`config.mk`:
```
export PLATFORM = sky130hd
export DESIGN_NAME = bnn_param_loader
export DESIGN_NICKNAME = d
export VERILOG_FILES = /design/src/rtl/bnn_loader_pkg.sv /design/src/rtl/bnn_serializer.sv /design/src/rtl/bnn_param_loader.sv
export SDC_FILE = /design/constraint.sdc
export NUM_CORES = 1
export LEC_CHECK = 0
export BUFFER_PORTS_ARGS = -buffer_cell sky130_fd_sc_hd__buf_2
export CORE_ASPECT_RATIO = 0.6
export CORE_UTILIZATION = 50
export CTS_CLUSTER_DIAMETER = 100
export DETAILED_ROUTE_END_ITERATION = 16
export PLACE_DENSITY = 0.74
export SYNTH_ARGS = -nofsm -noshare
export SYNTH_HDL_FRONTEND = slang
export SYNTH_SLANG_ARGS = --single-unit
export TNS_END_PERCENT = 1
```
`constraint.sdc`:
```
create_clock -name clk -period 2.46 [get_ports clk]
set_input_delay 0.246 -clock clk [delete_from_list [all_inputs] [get_ports clk]]
set_output_delay 0.246 -clock clk [all_outputs]
set_load 0.005 [all_outputs]
```
`src/rtl/bnn_loader_pkg.sv`:
```
// Shared encoding and widths for the BNN parameter loader and its serializer.
package bnn_loader_pkg;

    localparam int PHASE_CYCLES = 2;
    localparam int NIBBLE_W     = 4;
    localparam int BYTE_W       = 8;

    typedef enum logic [2:0] {
        S_IDLE      = 3'd0,
        S_CFG_WAIT  = 3'd1,
        S_CFG_SHIFT = 3'd2,
        S_CFG_CHK   = 3'd3,
        S_RUN       = 3'd4,
        S_X_LO      = 3'd5,
        S_X_HI      = 3'd6
    } state_t;

endpackage

```
`src/rtl/bnn_serializer.sv`:
```
// Shifts a byte out as 8 single bits or 2 nibbles; each step is one bnn_clk
// period (low phase with new data, high phase with data held). All outputs registered.
module bnn_serializer
    import bnn_loader_pkg::*;
(
    input  logic                clk,
    input  logic                rst_n,
    input  logic                abort,
    input  logic                load,
    input  logic                nib_mode,
    input  logic [BYTE_W-1:0]   load_data,
    output logic                step_end,
    output logic                done,
    output logic                bnn_clk,
    output logic                bnn_param,
    output logic                bnn_x_bank_hi,
    output logic [NIBBLE_W-1:0] bnn_x
);

    localparam int PH_W  = (PHASE_CYCLES > 1) ? $clog2(PHASE_CYCLES) : 1;
    localparam int CNT_W = 3;
    localparam logic [PH_W-1:0] PH_LAST = PH_W'(PHASE_CYCLES - 1);
    localparam logic [PH_W-1:0] PH_HALF = PH_W'(PHASE_CYCLES / 2);

    logic [BYTE_W-1:0]   sh_q, sh_d;
    logic [CNT_W-1:0]    cnt_q, cnt_d;
    logic [PH_W-1:0]     ph_q, ph_d;
    logic                active_q, active_d;
    logic                nib_q, nib_d;
    logic                clk_q, clk_d;
    logic                param_q, param_d;
    logic                bank_q, bank_d;
    logic [NIBBLE_W-1:0] x_q, x_d;

    assign step_end      = active_q && (ph_q == PH_LAST);
    assign done          = step_end && (cnt_q == '0);
    assign bnn_clk       = clk_q;
    assign bnn_param     = param_q;
    assign bnn_x_bank_hi = bank_q;
    assign bnn_x         = x_q;

    always_comb begin
        sh_d     = sh_q;
        cnt_d    = cnt_q;
        ph_d     = ph_q;
        active_d = active_q;
        nib_d    = nib_q;
        clk_d    = clk_q;
        param_d  = param_q;
        bank_d   = bank_q;
        x_d      = x_q;
        if (abort) begin
            active_d = 1'b0;
            ph_d     = '0;
            clk_d    = 1'b0;
        end else if (load) begin
            sh_d     = load_data;
            nib_d    = nib_mode;
            active_d = 1'b1;
            ph_d     = '0;
            clk_d    = 1'b0;
            cnt_d    = nib_mode ? CNT_W'(BYTE_W / NIBBLE_W - 1) : CNT_W'(BYTE_W - 1);
            if (nib_mode) begin
                bank_d = 1'b0;
                x_d    = load_data[NIBBLE_W-1:0];
            end else begin
                param_d = load_data[0];
            end
        end else if (active_q) begin
            if (step_end) begin
                ph_d  = '0;
                clk_d = 1'b0;
                if (cnt_q == '0) begin
                    active_d = 1'b0;
                end else begin
                    cnt_d = cnt_q - CNT_W'(1);
                    if (nib_q) begin
                        sh_d   = sh_q >> NIBBLE_W;
                        bank_d = 1'b1;
                        x_d    = sh_q[2*NIBBLE_W-1:NIBBLE_W];
                    end else begin
                        sh_d    = sh_q >> 1;
                        param_d = sh_q[1];
                    end
                end
            end else begin
                ph_d  = ph_q + PH_W'(1);
                clk_d = (ph_d >= PH_HALF);
            end
        end
    end

    always_ff @(posedge clk or negedge rst_n) begin
        if (!rst_n) begin
            sh_q     <= '0;
            cnt_q    <= '0;
            ph_q     <= '0;
            active_q <= 1'b0;
            nib_q    <= 1'b0;
            clk_q    <= 1'b0;
            param_q  <= 1'b0;
            bank_q   <= 1'b0;
            x_q      <= '0;
        end else begin
            sh_q     <= sh_d;
            cnt_q    <= cnt_d;
            ph_q     <= ph_d;
            active_q <= active_d;
            nib_q    <= nib_d;
            clk_q    <= clk_d;
            param_q  <= param_d;
            bank_q   <= bank_d;
            x_q      <= x_d;
        end
    end

endmodule

```
`src/rtl/bnn_param_loader.sv`:
```
// BNN parameter loader: configures the BNN parameter chain, then streams input bytes as nibbles.
// Defining BNN_LOADER_CHECKSUM_EN adds a trailing XOR checksum byte and the sticky cfg_err flag.
module bnn_param_loader
    import bnn_loader_pkg::*;
#(
    parameter int PARAM_BYTES = 20
) (
    input  logic                clk,
    input  logic                rst_n,
    input  logic                cfg_start,
    input  logic                cfg_valid,
    input  logic [BYTE_W-1:0]   cfg_data,
    output logic                cfg_ready,
    input  logic                x_valid,
    input  logic [BYTE_W-1:0]   x_data,
    output logic                x_ready,
    output logic                bnn_clk,
    output logic                bnn_setup,
    output logic                bnn_param,
    output logic                bnn_x_bank_hi,
    output logic [NIBBLE_W-1:0] bnn_x,
    output logic                loaded,
    output logic                cfg_err,
    output state_t              dbg_state
);

    localparam int CNT_W = $clog2(PARAM_BYTES + 1);

    state_t            state_q, state_d;
    logic [CNT_W-1:0]  byte_cnt_q, byte_cnt_d;
    logic              setup_q, setup_d;
    logic              loaded_q, loaded_d;
    logic              cfg_ready_q, cfg_ready_d;
    logic              x_ready_q, x_ready_d;
`ifdef BNN_LOADER_CHECKSUM_EN
    logic              err_q, err_d;
    logic [BYTE_W-1:0] csum_q, csum_d;
`endif

    logic              ser_abort, ser_load, ser_nib, ser_step_end, ser_done;
    logic [BYTE_W-1:0] ser_data;
    logic              start_ok, cfg_fire, x_fire;

    // Valid/ready: a byte moves on the clk edge where both are high; cfg_start
    // masks both readies so a restart always beats a pending offer.
    assign cfg_ready = cfg_ready_q & ~cfg_start;
    assign x_ready   = x_ready_q & ~cfg_start;
    assign cfg_fire  = cfg_valid & cfg_ready;
    assign x_fire    = x_valid & x_ready;
    assign start_ok  = cfg_start && (state_q != S_X_LO) && (state_q != S_X_HI);

    assign bnn_setup = setup_q;
    assign loaded    = loaded_q;
    assign dbg_state = state_q;
`ifdef BNN_LOADER_CHECKSUM_EN
    assign cfg_err   = err_q;
`else
    assign cfg_err   = 1'b0;
`endif

    always_comb begin
        state_d    = state_q;
        byte_cnt_d = byte_cnt_q;
        ser_abort  = 1'b0;
        ser_load   = 1'b0;
        ser_nib    = 1'b0;
        ser_data   = cfg_data;
`ifdef BNN_LOADER_CHECKSUM_EN
        err_d      = err_q;
        csum_d     = csum_q;
`endif
        if (start_ok) begin
            state_d    = S_CFG_WAIT;
            byte_cnt_d = '0;
            ser_abort  = 1'b1;
`ifdef BNN_LOADER_CHECKSUM_EN
            err_d      = 1'b0;
            csum_d     = '0;
`endif
        end else begin
            case (state_q)
                S_IDLE: ;
                S_CFG_WAIT: begin
                    if (cfg_fire) begin
                        ser_load = 1'b1;
                        state_d  = S_CFG_SHIFT;
`ifdef BNN_LOADER_CHECKSUM_EN
                        csum_d   = csum_q ^ cfg_data;
`endif
                    end
                end
                S_CFG_SHIFT: begin
                    if (ser_done) begin
                        byte_cnt_d = byte_cnt_q + CNT_W'(1);
                        if (byte_cnt_d == CNT_W'(PARAM_BYTES)) begin
`ifdef BNN_LOADER_CHECKSUM_EN
                            state_d = S_CFG_CHK;
`else
                            state_d = S_RUN;
`endif
                        end else begin
                            state_d = S_CFG_WAIT;
                        end
                    end
                end
`ifdef BNN_LOADER_CHECKSUM_EN
                S_CFG_CHK: begin
                    if (cfg_fire) begin
                        err_d   = (cfg_data != csum_q);
                        state_d = S_RUN;
                    end
                end
`endif
                S_RUN: begin
                    if (x_fire) begin
                        ser_load = 1'b1;
                        ser_nib  = 1'b1;
                        ser_data = x_data;
                        state_d  = S_X_LO;
                    end
                end
                S_X_LO: if (ser_step_end) state_d = S_X_HI;
                S_X_HI: if (ser_done) state_d = S_RUN;
                default: state_d = S_IDLE;
            endcase
        end
        setup_d     = (state_d == S_CFG_WAIT) || (state_d == S_CFG_SHIFT) || (state_d == S_CFG_CHK);
        cfg_ready_d = (state_d == S_CFG_WAIT) || (state_d == S_CFG_CHK);
        loaded_d    = (state_d == S_RUN) || (state_d == S_X_LO) || (state_d == S_X_HI);
        x_ready_d   = (state_d == S_RUN);
    end

    always_ff @(posedge clk or negedge rst_n) begin
        if (!rst_n) begin
            state_q     <= S_IDLE;
            byte_cnt_q  <= '0;
            setup_q     <= 1'b0;
            loaded_q    <= 1'b0;
            cfg_ready_q <= 1'b0;
            x_ready_q   <= 1'b0;
`ifdef BNN_LOADER_CHECKSUM_EN
            err_q       <= 1'b0;
            csum_q      <= '0;
`endif
        end else begin
            state_q     <= state_d;
            byte_cnt_q  <= byte_cnt_d;
            setup_q     <= setup_d;
            loaded_q    <= loaded_d;
            cfg_ready_q <= cfg_ready_d;
            x_ready_q   <= x_ready_d;
`ifdef BNN_LOADER_CHECKSUM_EN
            err_q       <= err_d;
            csum_q      <= csum_d;
`endif
        end
    end

    bnn_serializer u_ser (
        .clk           (clk),
        .rst_n         (rst_n),
        .abort         (ser_abort),
        .load          (ser_load),
        .nib_mode      (ser_nib),
        .load_data     (ser_data),
        .step_end      (ser_step_end),
        .done          (ser_done),
        .bnn_clk       (bnn_clk),
        .bnn_param     (bnn_param),
        .bnn_x_bank_hi (bnn_x_bank_hi),
        .bnn_x         (bnn_x)
    );

endmodule

```
==> flow_summary_export.csv <==
group,metric,value,unit
outcome,status,"finished clean",
layout,final_core_util,61.48,%
sta,rsz0062_at_grt,"no",
worst_setup_path,worstSetupPathType,"reg2reg",
grt,grt_pass1_wl,6003,um
routing,drt_drc_violations_left,0,
synth,ys_top_cells_by_count,"31 x dfrtp_1, 13 x nor2_1, 12 x nand2_1, 10 x a21oi_1, 8 x o21ai_0",
synth,synth-seq-area-share,43.57,%
grt,antenna_found_initial,0,
sta,finalSetupViolations,0,
synth,synth.area.top_cells,"dfrtp_1 44%, a21oi_1 2.8%, ha_1 2.8%",
synth,synth_cell_types,50,
routing,wl_per_cell,15.58,um
pwr,power.density,617.4,nW/um^2
worst_setup_path,end_kind,"register",
synth,synth_seq_cells,31,
worst_setup_path,r2r-start,"dbg_state[0]",
sta,setup_tns,0,ns
synth,async_flop_share,100.0,%
layout,nFillCells,276,
floorplanning,num_rows,16,
layout,seqCellArea,775.7,sq um
floorplanning,ios,36,
worst_setup_path,required,2.63,ns
synth,synth_top_cell_by_area,"dfrtp_1",
synth,mappedNetlistArea,1780,sq um
placed_design,dp_hpwl,2893,um
sta,hold_violations,0,
clock_network,cts_root_buf,"clkbuf_8",
synth,synth_edf_count,0,
sta,clock_skew,0.008043,ns
worst_setup_path,worstSetupStartpointType,"register",
floorplanning,dieArea,3812,sq um
grt,grt_start_max_net_pins,32,
layout,nNetsFinal,225,
routing,drt_iter0_markers,103,
clock_network,postCtsSetupBuffers,0,
grt,grt_use_total,22.15,%
worst_setup_path,r2r_end,"u_ser.bnn_param",
synth,avgSynthCellArea,10.73,sq um
sta,fin_crit,2.038,ns
floorplanning,chipWidth,79.04,um
layout,num_antenna_cells,0,
sta,finalCritPeriodShare,82.85,%
pwr,ir_drop,0.4047,mV
layout,drive_above_1_share,29.50,%
clock_network,cts_resized,0,
synth,yosysMostFrequentCell,"dfrtp_1",
clock_network,clk_pin_slew_worst_paths,0.06,ns
worst_hold_path,hold_class,"in2async",
routing,ant_nets,0,
floorplanning,die_h,48.23,um
clock_network,clock-sinks,31,
worst_setup_path,r2r_cells,5,
placed_design,portBuffers,34,
clock_network,insertion_delay,0.29,ns
clock_network,cts_tree,"done",
worst_setup_path,worstPathArrival,2.21,ns
sta,fmax,0.4906,GHz
placed_design,place_congestion,0.8194,
routing,dr.pass1.iters,4,
routing,vias,1360,
sta,relSlewSlack,53.53,%
synth,syn_inst,166,
clock_network,cts_buffers,5,
layout,syn_to_final_growth,14.76,%
sta,tightest_slew,0.6971,ns
worst_setup_path,r2r_slack,0.42,ns
synth,synth_ff_type,"dfrtp_1",
routing,vias_per_cell,5.551,
layout,multiInputGateArea,923.4,sq um
synth,netlist.area_leader.share,43.57,%
worst_setup_path,crit_fanout,13,
floorplanning,core,3323,sq um
grt,grt_pass1_vias,1217,
floorplanning,initial_core_util,53.58,%
grt,gr-total-overflow,0,
clock_network,hold_buffers,0,
routing,wirelength,3817,um
pwr,p_leak,1.015,nW
synth,ys_warn_count,0,
run,cap_violations,0,
synth,syn_nets,191,
clock_network,cts.path.max_buffers,2,
sta,slew_viol_final,0,
clock_network,h-tree-depth,2,
==> sequential cells by signal, indices dropped and copies added, names as in the netlist, 3 cells and up <==
register,cells
u_ser.bnn_x,4
u_ser.sh_q,7
byte_cnt_q,5
u_ser.cnt_q,3
dbg_state,3
==> final cells by class <==
cell class | count | area share [%]
Sequential cell | 31 | 37.97
Inverter | 6 | 1.102
Clock inverter | 1 | 0.2449
Tap cell | 45 | 2.756
Multi-Input combinational cell | 121 | 45.19
Timing Repair Buffer | 35 | 8.696
Clock buffer | 6 | 4.042
==> critical path, cell delays in order (launching register included) <==
cell and delay [ns]:
dfrtp_1 0.52, nor2_1 0.19, and4_1 0.59, nor2_4 0.14, a22o_1 0.22, mux2_2 0.26
==> how the worst max path moves through the flow <==
stage               cells after the start         endpoint           from  slack, ns
CTS                                     5  u_ser.bnn_param   dbg_state[0]       0.44
finish                                  5  u_ser.bnn_param   dbg_state[0]       0.42
floorplan                               6        x_ready_q  byte_cnt_q[0]       0.74
global route                            5  u_ser.bnn_param   dbg_state[0]       0.34
global placement                        6        x_ready_q  byte_cnt_q[0]       0.54
detailed placement                      5  u_ser.bnn_param   dbg_state[0]       0.46
==> placed cells by master, fill, tap and decap left out, types with 4 or more instances in the layout <==
cell        n
buf_2      34
a2bb2oi_1   4
nand2_1    12
nor2b_1     5
a21oi_1    10
dfrtp_1    31
ha_1        4
o21ai_0     8
nor2_1     13
clkbuf_8    6
mux2i_1     5
xnor2_1     5
inv_1       6
==> cell families after synthesis <==
kind of cell / share of synthesized area [%]
adders and majority gates: 2.811
DFF: 43.57
buffers and inverters: 4.568
and+or+nand+nor: 21.64
muxes: 5.973
xor gates and xnor gates: 3.936
other: 0.2106
AOI/OAI and AO/OA: 17.29
==> per-stage QoR <==
| stage | cell area [sq um] | instances | setup WS [ns] | power (mW) | hold WS [ns] |
|---|---|---|---|---|---|
| 3_3_place_gp | 1956 | 238 | 0.5383 | 0.8590 | 0.3194 |
| 3_5_place_dp | 1956 | 238 | 0.4605 | 0.8660 | 0.3321 |
| 2_1_floorplan | 1780 | 166 | 0.7382 | 0.7810 | -0.04959 |
| 4_1_cts | 2043 | 245 | 0.4408 | 1.266 | 0.02228 |
| 6_report | 2043 | 245 | 0.4218 | 1.261 | 0.001132 |
| 5_1_grt | 2043 | 245 | 0.3384 | 1.317 | 0.05956 |
==> layer usage <==
layer	GRT usage (%)	vias up	part of all wire [%]
li1	-	665	-
met1	32.20	645	52
met2	28.97	42	40
met3	7.664	8	6.0
met4	11.27	0	1.6
met5	0	-	0
==> report_power, final <==
part | leakage (nW) | internal (mW) | switching [mW] | total (mW)
clock network | 0.0470 | 0.219 | 0.180 | 0.399
logic | 0.586 | 0.120 | 0.114 | 0.234
registers | 0.382 | 0.571 | 0.0574 | 0.628
total | 1.01 | 0.910 | 0.352 | 1.26
No activity file was read; power rests on OpenSTA's default activity.
